**src/rtl/autoconfig_zii_multi.sv**
```systemverilog
// Zorro II AutoConfig engine presenting NUM_BOARDS logical boards in turn
// through a single CFGIN_n/CFGOUT_n slot. Bus strobes are synchronised into
// CLK; every configuration register read/write is decoded by a small FSM.
module autoconfig_zii_multi #(
   parameter int                         NUM_BOARDS  = 2,
   parameter logic [15:0]                MFG_ID      = 16'h082C,
   parameter logic [31:0]                SERIAL      = 32'h0,
   parameter logic [8*NUM_BOARDS-1:0]    ER_TYPE     = {8'hD1, 8'hE0},
   parameter logic [8*NUM_BOARDS-1:0]    ER_TYPE_ALT = {8'hD1, 8'hE7},
   parameter logic [8*NUM_BOARDS-1:0]    PROD_ID     = {8'd6, 8'd8},
   parameter logic [8*NUM_BOARDS-1:0]    ER_FLAGS    = {8'hC0, 8'hC0},
   parameter logic [16*NUM_BOARDS-1:0]   ROM_VEC     = {16'h0001, 16'h0000}
) (
   input  logic                      CLK,
   input  logic                      RESET_n,
   input  logic                      CFGIN_n,
   input  logic                      AS_n,
   input  logic                      DS_n,
   input  logic                      RW_n,
   input  logic [23:1]               A,
   input  logic [NUM_BOARDS-1:0]     ALT_SEL,
   input  logic [3:0]                D_IN,
   output logic [3:0]                D_OUT,
   output logic                      D_OE,
   output logic [8*NUM_BOARDS-1:0]   BASE,
   output logic [NUM_BOARDS-1:0]     CONFIGURED_n,
   output logic                      CFGOUT_n
);

   // idx runs 0..NUM_BOARDS; the value NUM_BOARDS means "all boards done".
   localparam int            IW = $clog2(NUM_BOARDS + 1);
   localparam logic [IW-1:0] NB = IW'(NUM_BOARDS);

   typedef enum logic [1:0] {ST_IDLE, ST_RD, ST_WR, ST_WAIT_AS} state_t;

   state_t                    state_q;
   logic                      as_meta_q, as_sync_q;
   logic                      ds_meta_q, ds_sync_q, ds_prev_q;
   logic [IW-1:0]             idx_q, idx_d;
   logic [3:0]                staging_q;
   logic [3:0]                d_out_q;
   logic                      oe_q;
   logic                      cfgout_n_q;
   logic [8*NUM_BOARDS-1:0]   base_q;
   logic [NUM_BOARDS-1:0]     configured_n_q;
   logic [NUM_BOARDS-1:0]     shutup_q;

   logic                      ds_fall;
   logic                      sel;
   logic [7:0]                cur_type, cur_prod, cur_flags;
   logic [15:0]               cur_rom;
   logic                      cur_done;
   logic [3:0]                rd_nib;
   logic [15:0]               mfg_sh, rom_sh;
   logic [31:0]               ser_sh;
   logic [2:0]                ser_nib;
   logic                      unused_addr;

   // Middle address bits play no part in the AutoConfig decode.
   assign unused_addr = ^A[15:7];

   assign ds_fall = ds_prev_q & ~ds_sync_q;
   assign sel     = ~CFGIN_n & (idx_q < NB) & (A[23:16] == 8'hE8);

   // Two-flop synchronisers for the asynchronous strobes, plus a DS_n history flop for edge detect.
   // NOTE: sequential state uses non-blocking assignments so every flop samples pre-edge values.
   always_ff @(posedge CLK or negedge RESET_n) begin
      if (!RESET_n) begin
         as_meta_q <= 1'b1;
         as_sync_q <= 1'b1;
         ds_meta_q <= 1'b1;
         ds_sync_q <= 1'b1;
         ds_prev_q <= 1'b1;
      end else begin
         as_meta_q <= AS_n;
         as_sync_q <= as_meta_q;
         ds_meta_q <= DS_n;
         ds_sync_q <= ds_meta_q;
         ds_prev_q <= ds_sync_q;
      end
   end

   // Pick the parameter set and done flag of the board currently being configured.
   // NOTE: every combinational output gets a default first so no latch is inferred.
   always_comb begin
      cur_type  = 8'h00;
      cur_prod  = 8'h00;
      cur_flags = 8'h00;
      cur_rom   = 16'h0000;
      cur_done  = 1'b0;
      for (int i = 0; i < NUM_BOARDS; i++) begin
         if (idx_q == IW'(i)) begin
            cur_type  = ALT_SEL[i] ? ER_TYPE_ALT[8*i +: 8] : ER_TYPE[8*i +: 8];
            cur_prod  = PROD_ID[8*i +: 8];
            cur_flags = ER_FLAGS[8*i +: 8];
            cur_rom   = ROM_VEC[16*i +: 16];
            cur_done  = ~configured_n_q[i] | shutup_q[i];
         end
      end
   end

   // Read nibble mux: register 00/02 is true polarity, the rest are stored inverted on the bus.
   always_comb begin
      ser_nib = A[3:1] + 3'd4;
      mfg_sh  = MFG_ID << {A[2:1], 2'b00};
      rom_sh  = cur_rom << {A[2:1], 2'b00};
      ser_sh  = SERIAL << {ser_nib, 2'b00};
      rd_nib  = 4'hF;
      case (A[6:1]) inside
         6'h00:         rd_nib = cur_type[7:4];
         6'h01:         rd_nib = cur_type[3:0];
         6'h02:         rd_nib = ~cur_prod[7:4];
         6'h03:         rd_nib = ~cur_prod[3:0];
         6'h04:         rd_nib = ~cur_flags[7:4];
         6'h05:         rd_nib = ~cur_flags[3:0];
         [6'h08:6'h0B]: rd_nib = ~mfg_sh[15:12];
         [6'h0C:6'h13]: rd_nib = ~ser_sh[31:28];
         [6'h14:6'h17]: rd_nib = cur_type[4] ? ~rom_sh[15:12] : 4'hF;
         6'h20, 6'h21:  rd_nib = 4'h0;
         default:       rd_nib = 4'hF;
      endcase
   end

   // Advance to the next board when a bus cycle ends on a board that is configured or shut up.
   always_comb begin
      idx_d = idx_q;
      if ((state_q == ST_WAIT_AS) && as_sync_q && cur_done && (idx_q < NB)) begin
         idx_d = idx_q + IW'(1);
      end
   end

   // Bus-cycle FSM with registered read data, drive enable and configuration registers.
   always_ff @(posedge CLK or negedge RESET_n) begin
      if (!RESET_n) begin
         state_q        <= ST_IDLE;
         idx_q          <= '0;
         staging_q      <= 4'h0;
         d_out_q        <= 4'hF;
         oe_q           <= 1'b0;
         cfgout_n_q     <= 1'b1;
         base_q         <= '0;
         configured_n_q <= '1;
         shutup_q       <= '0;
      end else begin
         idx_q      <= idx_d;
         cfgout_n_q <= (idx_d != NB);
         case (state_q)
            ST_IDLE: begin
               if (ds_fall && sel) begin
                  if (RW_n) begin
                     state_q <= ST_RD;
                     d_out_q <= rd_nib;
                     oe_q    <= 1'b1;
                  end else begin
                     state_q <= ST_WR;
                     case (A[6:1])
                        6'h25: staging_q <= D_IN;
                        6'h24: begin
                           for (int i = 0; i < NUM_BOARDS; i++) begin
                              if (idx_q == IW'(i)) begin
                                 base_q[8*i +: 8]  <= {D_IN, staging_q};
                                 configured_n_q[i] <= 1'b0;
                              end
                           end
                        end
                        6'h26: begin
                           for (int i = 0; i < NUM_BOARDS; i++) begin
                              if (idx_q == IW'(i)) shutup_q[i] <= 1'b1;
                           end
                        end
                        default: ;
                     endcase
                  end
               end
            end
            ST_RD, ST_WR: state_q <= ST_WAIT_AS;
            ST_WAIT_AS: begin
               if (as_sync_q) begin
                  state_q <= ST_IDLE;
                  oe_q    <= 1'b0;
               end
            end
            default: state_q <= ST_IDLE;
         endcase
      end
   end

   // Drive enable is released asynchronously by the raw data strobe.
   assign D_OE         = oe_q & ~DS_n;
   assign D_OUT        = d_out_q;
   assign BASE         = base_q;
   assign CONFIGURED_n = configured_n_q;
   assign CFGOUT_n     = cfgout_n_q;

endmodule

```
**config.mk**
```make
export PLATFORM = sky130hd
export DESIGN_NAME = autoconfig_zii_multi
export DESIGN_NICKNAME = d
export VERILOG_FILES = /design/src/rtl/autoconfig_zii_multi.sv
export SDC_FILE = /design/constraint.sdc
export NUM_CORES = 1
export LEC_CHECK = 0
export ABC_AREA = 1
export ABC_CLOCK_PERIOD_IN_PS = 3100
export CORE_MARGIN = 4
export CORE_UTILIZATION = 51
export DETAILED_ROUTE_END_ITERATION = 8
export GPL_TIMING_DRIVEN = 0
export PLACE_DENSITY = 0.85
export SYNTH_ARGS = -nofsm -noshare
export SYNTH_HDL_FRONTEND = slang
export SYNTH_SLANG_ARGS = --single-unit
```
**constraint.sdc**
```tcl
create_clock -name CLK -period 3.1 [get_ports CLK]
set_input_delay 0.62 -clock CLK [delete_from_list [all_inputs] [get_ports CLK]]
set_output_delay 0.62 -clock CLK [all_outputs]
set_load 0.05 [all_outputs]
```
Yosys cells after proc, flatten, opt, wreduce, memory -nomap -nowiden
Index checks and enable logic that the tools add are counted.
{"block": "word_totals", "regBits": 39, "inputBits": 35}
{"block": "classes", "addsub": 2, "n_lt_le_gt_ge": 7, "eq_ne": 19, "shift": 3, "mux": 30, "bitwise": 19, "reduce_logical": 21}
{"cell": "4-bit two-way mux", "n": 12}
{"cell": "8-bit two-way mux", "n": 5}
{"cell": "1-bit by 5-bit left shift with 32-bit output (first input constant)", "n": 1}
{"cell": "6-bit equality test (second input constant)", "n": 5}
{"cell": "4-bit NOT", "n": 7}
{"cell": "5-bit AND reduction", "n": 4}
{"cell": "12-bit by 4-bit left shift with 16-bit output (first input constant)", "n": 1}
{"cell": "16-bit by 4-bit left shift with 16-bit output", "n": 1}
{"cell": "6-bit by 2-bit equality test with 1-bit output (second input constant)", "n": 2}
{"cell": "6-bit by 3-bit equality test with 1-bit output (second input constant)", "n": 2}
{"cell": "6-bit by 4-bit >= comparator with 1-bit output (second input constant)", "n": 2}
{"cell": "6-bit by 5-bit <= comparator with 1-bit output (second input constant)", "n": 2}
{"cell": "8-bit equality test (second input constant)", "n": 1}
{"cell": "2-bit two-way mux", "n": 4}
{"cell": "2-bit != test (second input constant)", "n": 4}
{"cell": "4-bit AND reduction", "n": 2}
{"cell": "1-bit logical AND", "n": 7}
{"cell": "6-bit by 1-bit equality test with 1-bit output (second input constant)", "n": 1}
{"cell": "6-bit by 5-bit >= comparator with 1-bit output (second input constant)", "n": 1}
{"cell": "6-bit by 4-bit <= comparator with 1-bit output (second input constant)", "n": 1}
{"cell": "6-bit logical NOT", "n": 1}
{"cell": "1-bit two-way mux", "n": 6}
{"cell": "1-bit NOT", "n": 6}
{"cell": "2-bit case mux with 3 select lines", "n": 1}
{"cell": "14 further kinds", "n": 22}

Depth between registers and ports, before layout
Gate-level depths: netlist of the first run.
{"block": "depth", "word_depth": 14, "mapped_depth": 11, "depth_no_buf": 10}

Worst setup path before layout of the first run
OpenSTA, ideal clock, no wires.
{"block": "synth_timing", "path_type": "input to output", "start": "input DS_n", "end": "output D_OE", "arrival_time_ps": 1274, "required_ps": 2480, "slack_ps": 1206, "cell_stages": 1, "cell_sequence": "nor2_1"}
{"block": "synth_via", "elab_chain_cells": 2}
{"element": "from (decl)", "line": "18", "source": "input logic DS_n,"}
{"element": "1-bit NOT", "line": "189", "source": "assign D_OE = oe_q & ~DS_n;"}
{"element": "1-bit bitwise AND", "line": "189"}
{"element": "to (decl)", "line": "24", "source": "output logic D_OE,"}
No other way between the ends.

Worst setup path after layout of the first run
Same ends and word-level chain as after synthesis.

==> results of run 1 <==
==> registers in the layout, summed over array words and instances (netlist names) <==
name and count:
BASE 16, D_OUT 4, staging_q 4, CONFIGURED_n 2, idx_q 2, shutup_q 2, state_q 2, CFGOUT_n 1
as_meta_q 1, as_sync_q 1, ds_meta_q 1, ds_prev_q 1, ds_sync_q 1, oe_q 1
==> area by class of cell <==
cell class                      instances  area [µm²]  share of cell area (%)
Clock buffer                            6       72.57                   2.738
Multi-Input combinational cell        165       865.8                   32.67
Clock inverter                          2       12.51                  0.4721
Inverter                               38       142.6                   5.382
Timing Repair Buffer                   48       475.5                   17.94
Tap cell                               48       60.06                   2.266
Sequential cell                        39       991.0                   37.39
Buffer                                  3       30.03                   1.133
==> worst min-delay path by stage <==
stage / start / end / slack [ns] / depth (start not counted)
after CTS: as_meta_q / as_sync_q / 0.36 / 0
after global routing: as_meta_q / as_sync_q / 0.37 / 0
after floorplan: RESET_n / BASE[0] / 0.32 / 0
after detailed placement: as_meta_q / as_sync_q / 0.35 / 0
after global placement: as_meta_q / as_sync_q / 0.35 / 0
final: as_meta_q / as_sync_q / 0.36 / 0
==> power groups by stage <==
stage,Combinational [mW],Clock (mW),Sequential (mW)
finish,0.335,0.324,0.562
CTS,0.338,0.330,0.562
floorplan,0.230,0,0.568
global placement,0.328,0,0.568
global route,0.390,0.352,0.567
detailed placement,0.334,0,0.572
==> layout by cell type (no fill, tap or decap) <==
cell | netlist | layout
inv_1 | 36 | 36
nor3_4 | 1 | 1
buf_6 | 2 | 2
nor2_4 | 2 | 2
clkbuf_1 | 0 | 1
nor2_2 | 3 | 3
nand3_2 | 2 | 2
clkinv_2 | 0 | 1
clkdlybuf4s50_1 | 0 | 47
nand4_2 | 1 | 1
nor3_1 | 2 | 2
nand3_1 | 14 | 14
buf_2 | 0 | 1
clkbuf_8 | 0 | 5
nand2_2 | 1 | 1
dfstp_2 | 12 | 12
a21oi_1 | 7 | 7
inv_2 | 2 | 2
nand2_1 | 64 | 64
nor2_1 | 27 | 27
ha_1 | 4 | 4
buf_4 | 1 | 1
nand4_1 | 8 | 8
nor3_2 | 1 | 1
a31oi_1 | 2 | 2
o21a_1 | 1 | 1
o21ai_0 | 7 | 7
o21ai_1 | 2 | 2
clkinvlp_4 | 0 | 1
o21bai_1 | 2 | 2
o21ai_2 | 14 | 14
dfrtp_1 | 27 | 27
==> critical path, cell delays in order <==
cell             delay [ns]
clkdlybuf4s50_1        0.44
nor2_1                 0.11
clkdlybuf4s50_1        0.80
==> through the flow <==
step	total power [mW]	hold slack, ns	cells
2_1_floorplan	0.7975	0.3244	245
3_3_place_gp	0.8956	0.3453	341
3_5_place_dp	0.9059	0.3532	341
4_1_cts	1.229	0.3644	349
5_1_grt	1.310	0.3706	349
6_report	1.220	0.3638	349
==> metal layers <==
| metal | GRT usage [%] | part of all wire, % |
|---|---|---|
| met2 | 28.84 | 47 |
| met5 | 0 | 0 |
| met4 | 5.010 | 0.86 |
| met3 | 4.830 | 6.3 |
| met1 | 25.73 | 46 |
==> cell families (layout without fill, tap and decap cells) <==
| logic type | after synthesis | after routing | share of synthesized area, % |
|---|---|---|---|
| buffers and inverters | 41 | 97 | 8.508 |
| and+or+nand+nor | 126 | 126 | 28.48 |
| adders and majority gates | 4 | 4 | 2.466 |
| AOI/OAI and AO/OA | 35 | 35 | 11.71 |
| DFF | 39 | 39 | 48.83 |
==> results, run 1 <==
- The worst setup path is captured at an output port.
- The post-synthesis cell area is 2029 µm².
- The flip-flop cell with the highest count after synthesis is dfrtp_1.
- IR analysis of the VDD net gives a maximum drop of 0.0004165 V.
- The end-of-flow core utilization is 70.79%.
- During I/O placement, the number of pins put on the boundary was 59.
- The hold violation count in the final report is 0.
- The post-place instance area is 2565 µm².
- The final design instance area without fill is ~2700 µm².
- The synthesized area per cell is 8.283 µm².
- The number of fill cells is 322.
- The final clock skew is 0.006461 ns.
- The first global-routing pass estimated 7569 µm of wire.
- Input and output buffers added on the ports amount to 48.
- The final number of max-transition violations is 0.
- TritonCTS built the clock tree.
- The clock network burns 26.5% of the power.
- After synthesis the netlist holds a flip-flop and latch count of 39.
- In this run, synthesis inferred 0 flip-flops with an integrated enable.
- The cell sitting at the root of the clock tree is a clkbuf_8.
- The number of global-route vias before repair is 1706.
- The leakage power figure is ~1.2 nW.
- The capturing point of the worst reg2reg path is BASE[6].
- The number of setup buffers added after CTS is 0.
- The number of hold-repair buffers added at the cts stage is 0.
- Global routing used 18.52% of the available tracks across all layers.
- In this run the worst setup path terminates at D_OE.
- After clock tree synthesis, the clock-pin slew on the worst setup and hold paths is 0.07 ns.
- Timing analysis after detailed placement gives a worst setup slack of 0.5131 ns.
- Setup violations remaining at the end of the flow were counted as 0.
- The maximum number of pins on one net before global-route repair is 40.
- The clock reaches the later pin of the worst-skew pair after 0.28 ns.
- After the first detailed-routing iteration, the DRC count stood at 81.
- Setup repair after global routing left no endpoint under its margin.
- Using the TritonRoute via totals, the vias-per-cell ratio works out to 4.971.
- The floorplan step set the die width to 71.08 µm.
- The sequential share of the synthesized area is 48.83%.
- Of all flip-flops after synthesis, the portion carrying an async set or reset was 100.0%.
- The initialized floorplan defines 22 standard-cell rows.
- The internal power of the cells totals 0.8235 mW.
- For this run, design rule violations remaining after detail routing come to 0.
- The most frequently used cell type in the post-synthesis netlist is nand2_1.
- The kind of start point of the critical path is a primary input.
- Counting cells, the worst reg-to-reg path comes to 10.
- The layout overhead on the synthesized area is 30.58%.
- The depth of the CTS H-tree is 2.
- Once detail routing completed, the nets flagged for antenna violations numbered 0.
- In the finished design, the share of the clock period the worst path needs comes to 83.67%.
- The startpoint of the most critical register-to-register path is state_q[0].
- The number of buffers created by CTS is 5.
- The area share of the leading cell type in the synthesized netlist is 33.29%.
- From bottom edge to top edge, the die measures 71.08 µm.
- In the final routed layout, each cell accounts on average for 12.60 µm.
- The maximum fanout count along the critical path is 2.
- Based on the critical path, the design can be clocked at up to 0.3855 GHz.
- By count the netlist is led by nand2_1, inv_1, dfrtp_1, nor2_1.
- The number of warnings issued by yosys is 0.
- Gates resized during post-CTS repair numbered 0.
- The data arrival time of the critical path is 1.97 ns.
- The number of nets in the synthesized netlist is 284.
- The clock period could shrink to around 2.6 ns.
- The number of standard cells after synthesis is 245.
- At the pin with the least slew margin, the transition time is 0.8392 ns.
- At the worst endpoint, the required time is 2.48 ns.
- The global route total overflow is 0.
- The first detailed-routing pass ran for 4 iterations.
- The biggest area contributor in the post-synthesis netlist is dfrtp_1.
- The launch point of the critical path is DS_n.
- The net total in the final layout is 339.
- The via count is 1735.
- In this run, flip-flops and latches consume 46.1% of the power.
- The run finished with clean final reports.
- The setup path with the least slack is of type primary input to output port.
- For this configuration, the core starts out at a cell density of a little over half.
- The headroom to the max-slew limit is 44.05%.
- The core region is 3744 µm².
- The deepest clock path buffer count is 2.
- The global placer's final weighted congestion is 0.8819.
- The number of maximum-capacitance constraint violations is 0.
- Summed over all nets, the switching power comes to around 0.40 mW.
- Combinational cells account for 27.4% of the total power.
- The tightest min-delay check is of the flop to flop type.
- The number of antenna diodes is 0.
- The count of unique library cells instantiated by Yosys is 26.
- The internal reg-to-reg setup slack is between 1 and 1.5 ns.
- In the post-synthesis netlist, the biggest area contributors are dfrtp_1, dfstp_2, nand2_1.
- For this design, the sink count on the clock tree is 39.
- Wires add up to 4397 µm.
- The share of cells above drive strength 1 is 16.61%.
- The post-layout worst setup margin is 0.5061 ns.
- The die footprint is 5052 µm².
- The half-perimeter wire length after placement is between 3000 and 4000 µm.
- After routing, the total negative slack on setup checks comes to 0 ns.
- Net switching is 32.52% of the power.
- The number of antenna violations at the first check in global routing was 0.
- The power density relative to cell area is 460.5 nW/µm².
No activity file was read; power rests on OpenSTA's default activity.
==> run 2: changes to the inputs <==
- ABC_CLOCK_PERIOD_IN_PS: 3100 -> 2300
- CORE_UTILIZATION: 51 -> 43
- PLACE_DENSITY: 0.85 -> 0.76
- clock period: 3.1 -> 2.3 ns (I/O delays scaled with it)
==> results, run 2 (same netlist as run 1, synthesis figures left out) <==
- The run finished with clean final reports.
- Global routing consumed, over all layers together, 15.43% of the routing resources.
- The global route total overflow is 0.
- After legalization and detailed placement, the total HPWL measured 3399 µm.
- The layout overhead on the synthesized area is 31.50%.
- In this run the register-to-register setup slack is 0.47 ns.
- Max-cap violations in this run came to 0.
- The critical path class is flop to output port.
- The final critical path takes up 89.80% of the cycle.
- The number of antenna violations at the first check in global routing is 0.
- Leaving out fill and tap cells, the most frequent cells in the layout are nand2_1, clkdlybuf4s50_1, inv_1.
- Dividing total power by cell area gives a power density of 632.6 nW/µm².
- The final number of max-transition violations came to 0.
- The required time reported for the critical path endpoint is 1.84 ns.
- The final setup TNS is 0 ns.
- The share of cells above drive strength 1 is roughly 17%.
- After the first detailed-routing iteration, the DRC count stood at 158.
- Of all nets on the critical path, the largest fanout is 2.
- The number of placed instances with taps included is 345.
- The die footprint is ~6000 µm².
- The area taken by flip-flops and latches is 991.0 µm².
- In this run the worst setup path terminates at CONFIGURED_n[1].
- The first global-routing pass estimated 7410 µm of wire.
- Grouping stages by cell kind, the critical path spends the most delay in buffers and inverters.
- The deepest clock path buffer count is 2.
- The endpoint identified for the worst register-to-register timing path is BASE[9].
- After floorplanning, the core was sized to cover 4474 µm².
- Total power for the finished layout comes to approximately 1.7 mW.
- In this run the worst setup path begins at CONFIGURED_n[1].
- The average wire per cell in the routed design is 12.22 µm.
- Routability-driven placement finished with a final weighted congestion of about 0.86.
- Static timing analysis puts the maximum clock frequency at 0.4841 GHz.
- The detailed router placed about 1700 vias in this run.
- Buffers added to address setup during post-CTS repair amount to 0.
- The largest vdd supply drop is just over 0.0005 V.
- The maximum number of pins on one net before global-route repair is 40.
- The clock-pin slew on the worst setup and hold paths is approximately 0.070 ns.
- The post-layout worst setup margin is 0.2345 ns.
- The data arrival time of the critical path is 1.61 ns.
- In this run the tightest slew margin relative to its limit is 46.06%.
- 0 antenna diodes ended up in the layout.
- The net total in the final layout is 339.
- Setup repair after global routing left no endpoint under its margin.
- The number of global-route vias before repair is 1621.
- After detailed routing, the number of vias per cell comes to between 4 and 5.
- The number of hold buffers added after CTS was 0.
- The number of optimization iterations in the first detailed-route pass is 5.
- The transition time of the tightest slew-check pin is 0.8091 ns.
- The slowest cell on the critical path is clkdlybuf4s50_1.
- The number of DRC violations after detailed routing is 0.
- TritonCTS created 5 clock buffers.
- CTS saw 39 sinks.
- The number of fill cells is 389.
- The number of antenna-violating nets in the routed design is 0.
- The worst setup path is captured at an output port.
- The flip-flop count of the largest register after layout is 16.
- The x dimension of the die is 76.70 µm.
- The hold violation count in the final report was 0.
- The I/O pin total is 59.
- Cells fill 59.65% of the core in the end.
- In the final layout, the multi-input gates occupy 865.8 µm².
- The number of cells on the critical path is 1.
- The largest incremental delay on the critical path is 0.80 ns.
- Setup violations remaining at the end of the flow were counted as 0.
- The clock root buffer is clkbuf_8.
- The y dimension of the die is 76.70 µm.
- The depth of the CTS H-tree is 2.
- The pre-CTS worst setup slack is -0.009827 ns.
- The number of buffers and inverters on the critical path is 1.
- The depth of the worst register-to-register path is 8.
- The post-detailed-routing wire length is 4314 µm.
- The shortest period the worst path allows is 2.065 ns.
- Walking the worst path, the cells encountered are clkdlybuf4s50_1.
- The floorplan has 24 rows.
- The number of cells upsized or downsized after cts is 1.
- The worst-skew pair later-pin latency is 0.27 ns.
- Excluding fillers, the count of instances in the completed layout stands at 353.
- The startpoint of the most critical register-to-register path is idx_q[1].
- The count of port buffers added during placement is 48.
- TritonCTS built the clock tree.
- In this run the worst hold path is classified as primary input to asynchronous set/reset pin.
- For this configuration, the core starts out at a cell density of a little under half.
- The leakage power figure is between 1 and 1.5 nW.
- STA classifies the critical path startpoint as a flop.
- The commonest non-fill, non-tap cell in the layout is nand2_1.
- Across the routed clock network, the largest skew measured is 0.002328 ns.
run 2: cell types whose count changed in the layout (fill, tap and decap cells not counted):
cell / change
clkinv_2: -1
dlygate4sd2_1: +1
clkdlybuf4s50_1: -1
clkinvlp_4: -1
clkbuf_8: +2
run 2: how the worst min path moves through the flow:
stage / to / cells after the start / slack (ns)
global placement: as_sync_q / 0 / 0.35
finish: BASE[0] / 1 / 0.27
CTS: BASE[7] / 1 / 0.29
floorplan: BASE[0] / 0 / 0.16
global route: BASE[7] / 1 / 0.34
detailed placement: as_sync_q / 0 / 0.35
run 2: cell type report:
type	instances	area share, %
Timing Repair Buffer	48	17.77
Buffer	3	1.125
Clock buffer	8	3.751
Tap cell	52	2.438
Inverter	38	5.345
Sequential cell	39	37.13
Multi-Input combinational cell	165	32.44
run 2: per-layer routing:
layer	vias up	GRT usage (%)	wire [µm]
met3	2	4.333	205
li1	889	-	-
met5	-	0	0
met4	0	3.080	19
met2	39	25.26	2095
met1	759	20.46	1994
run 2: metrics by stage:
stage | hold slack, ns | instance area [µm²]
after detailed placement | 0.3507 | 2570
after global routing | 0.3383 | 2669
after floorplan | 0.1644 | 2029
final | 0.2710 | 2669
after CTS | 0.2925 | 2669
after global placement | 0.3458 | 2575
run 2: where the power goes:
part           internal, mW  switching (mW)
sequential            0.734          0.0216
clock                 0.273           0.214
combinational         0.162           0.283
total                  1.17           0.519
==> run 3: changes to the inputs <==
- HOLD_SLACK_MARGIN: unset -> 0.12
==> results of run 3 <==
Final layout, timing and power as in run 2 (identical DEF).
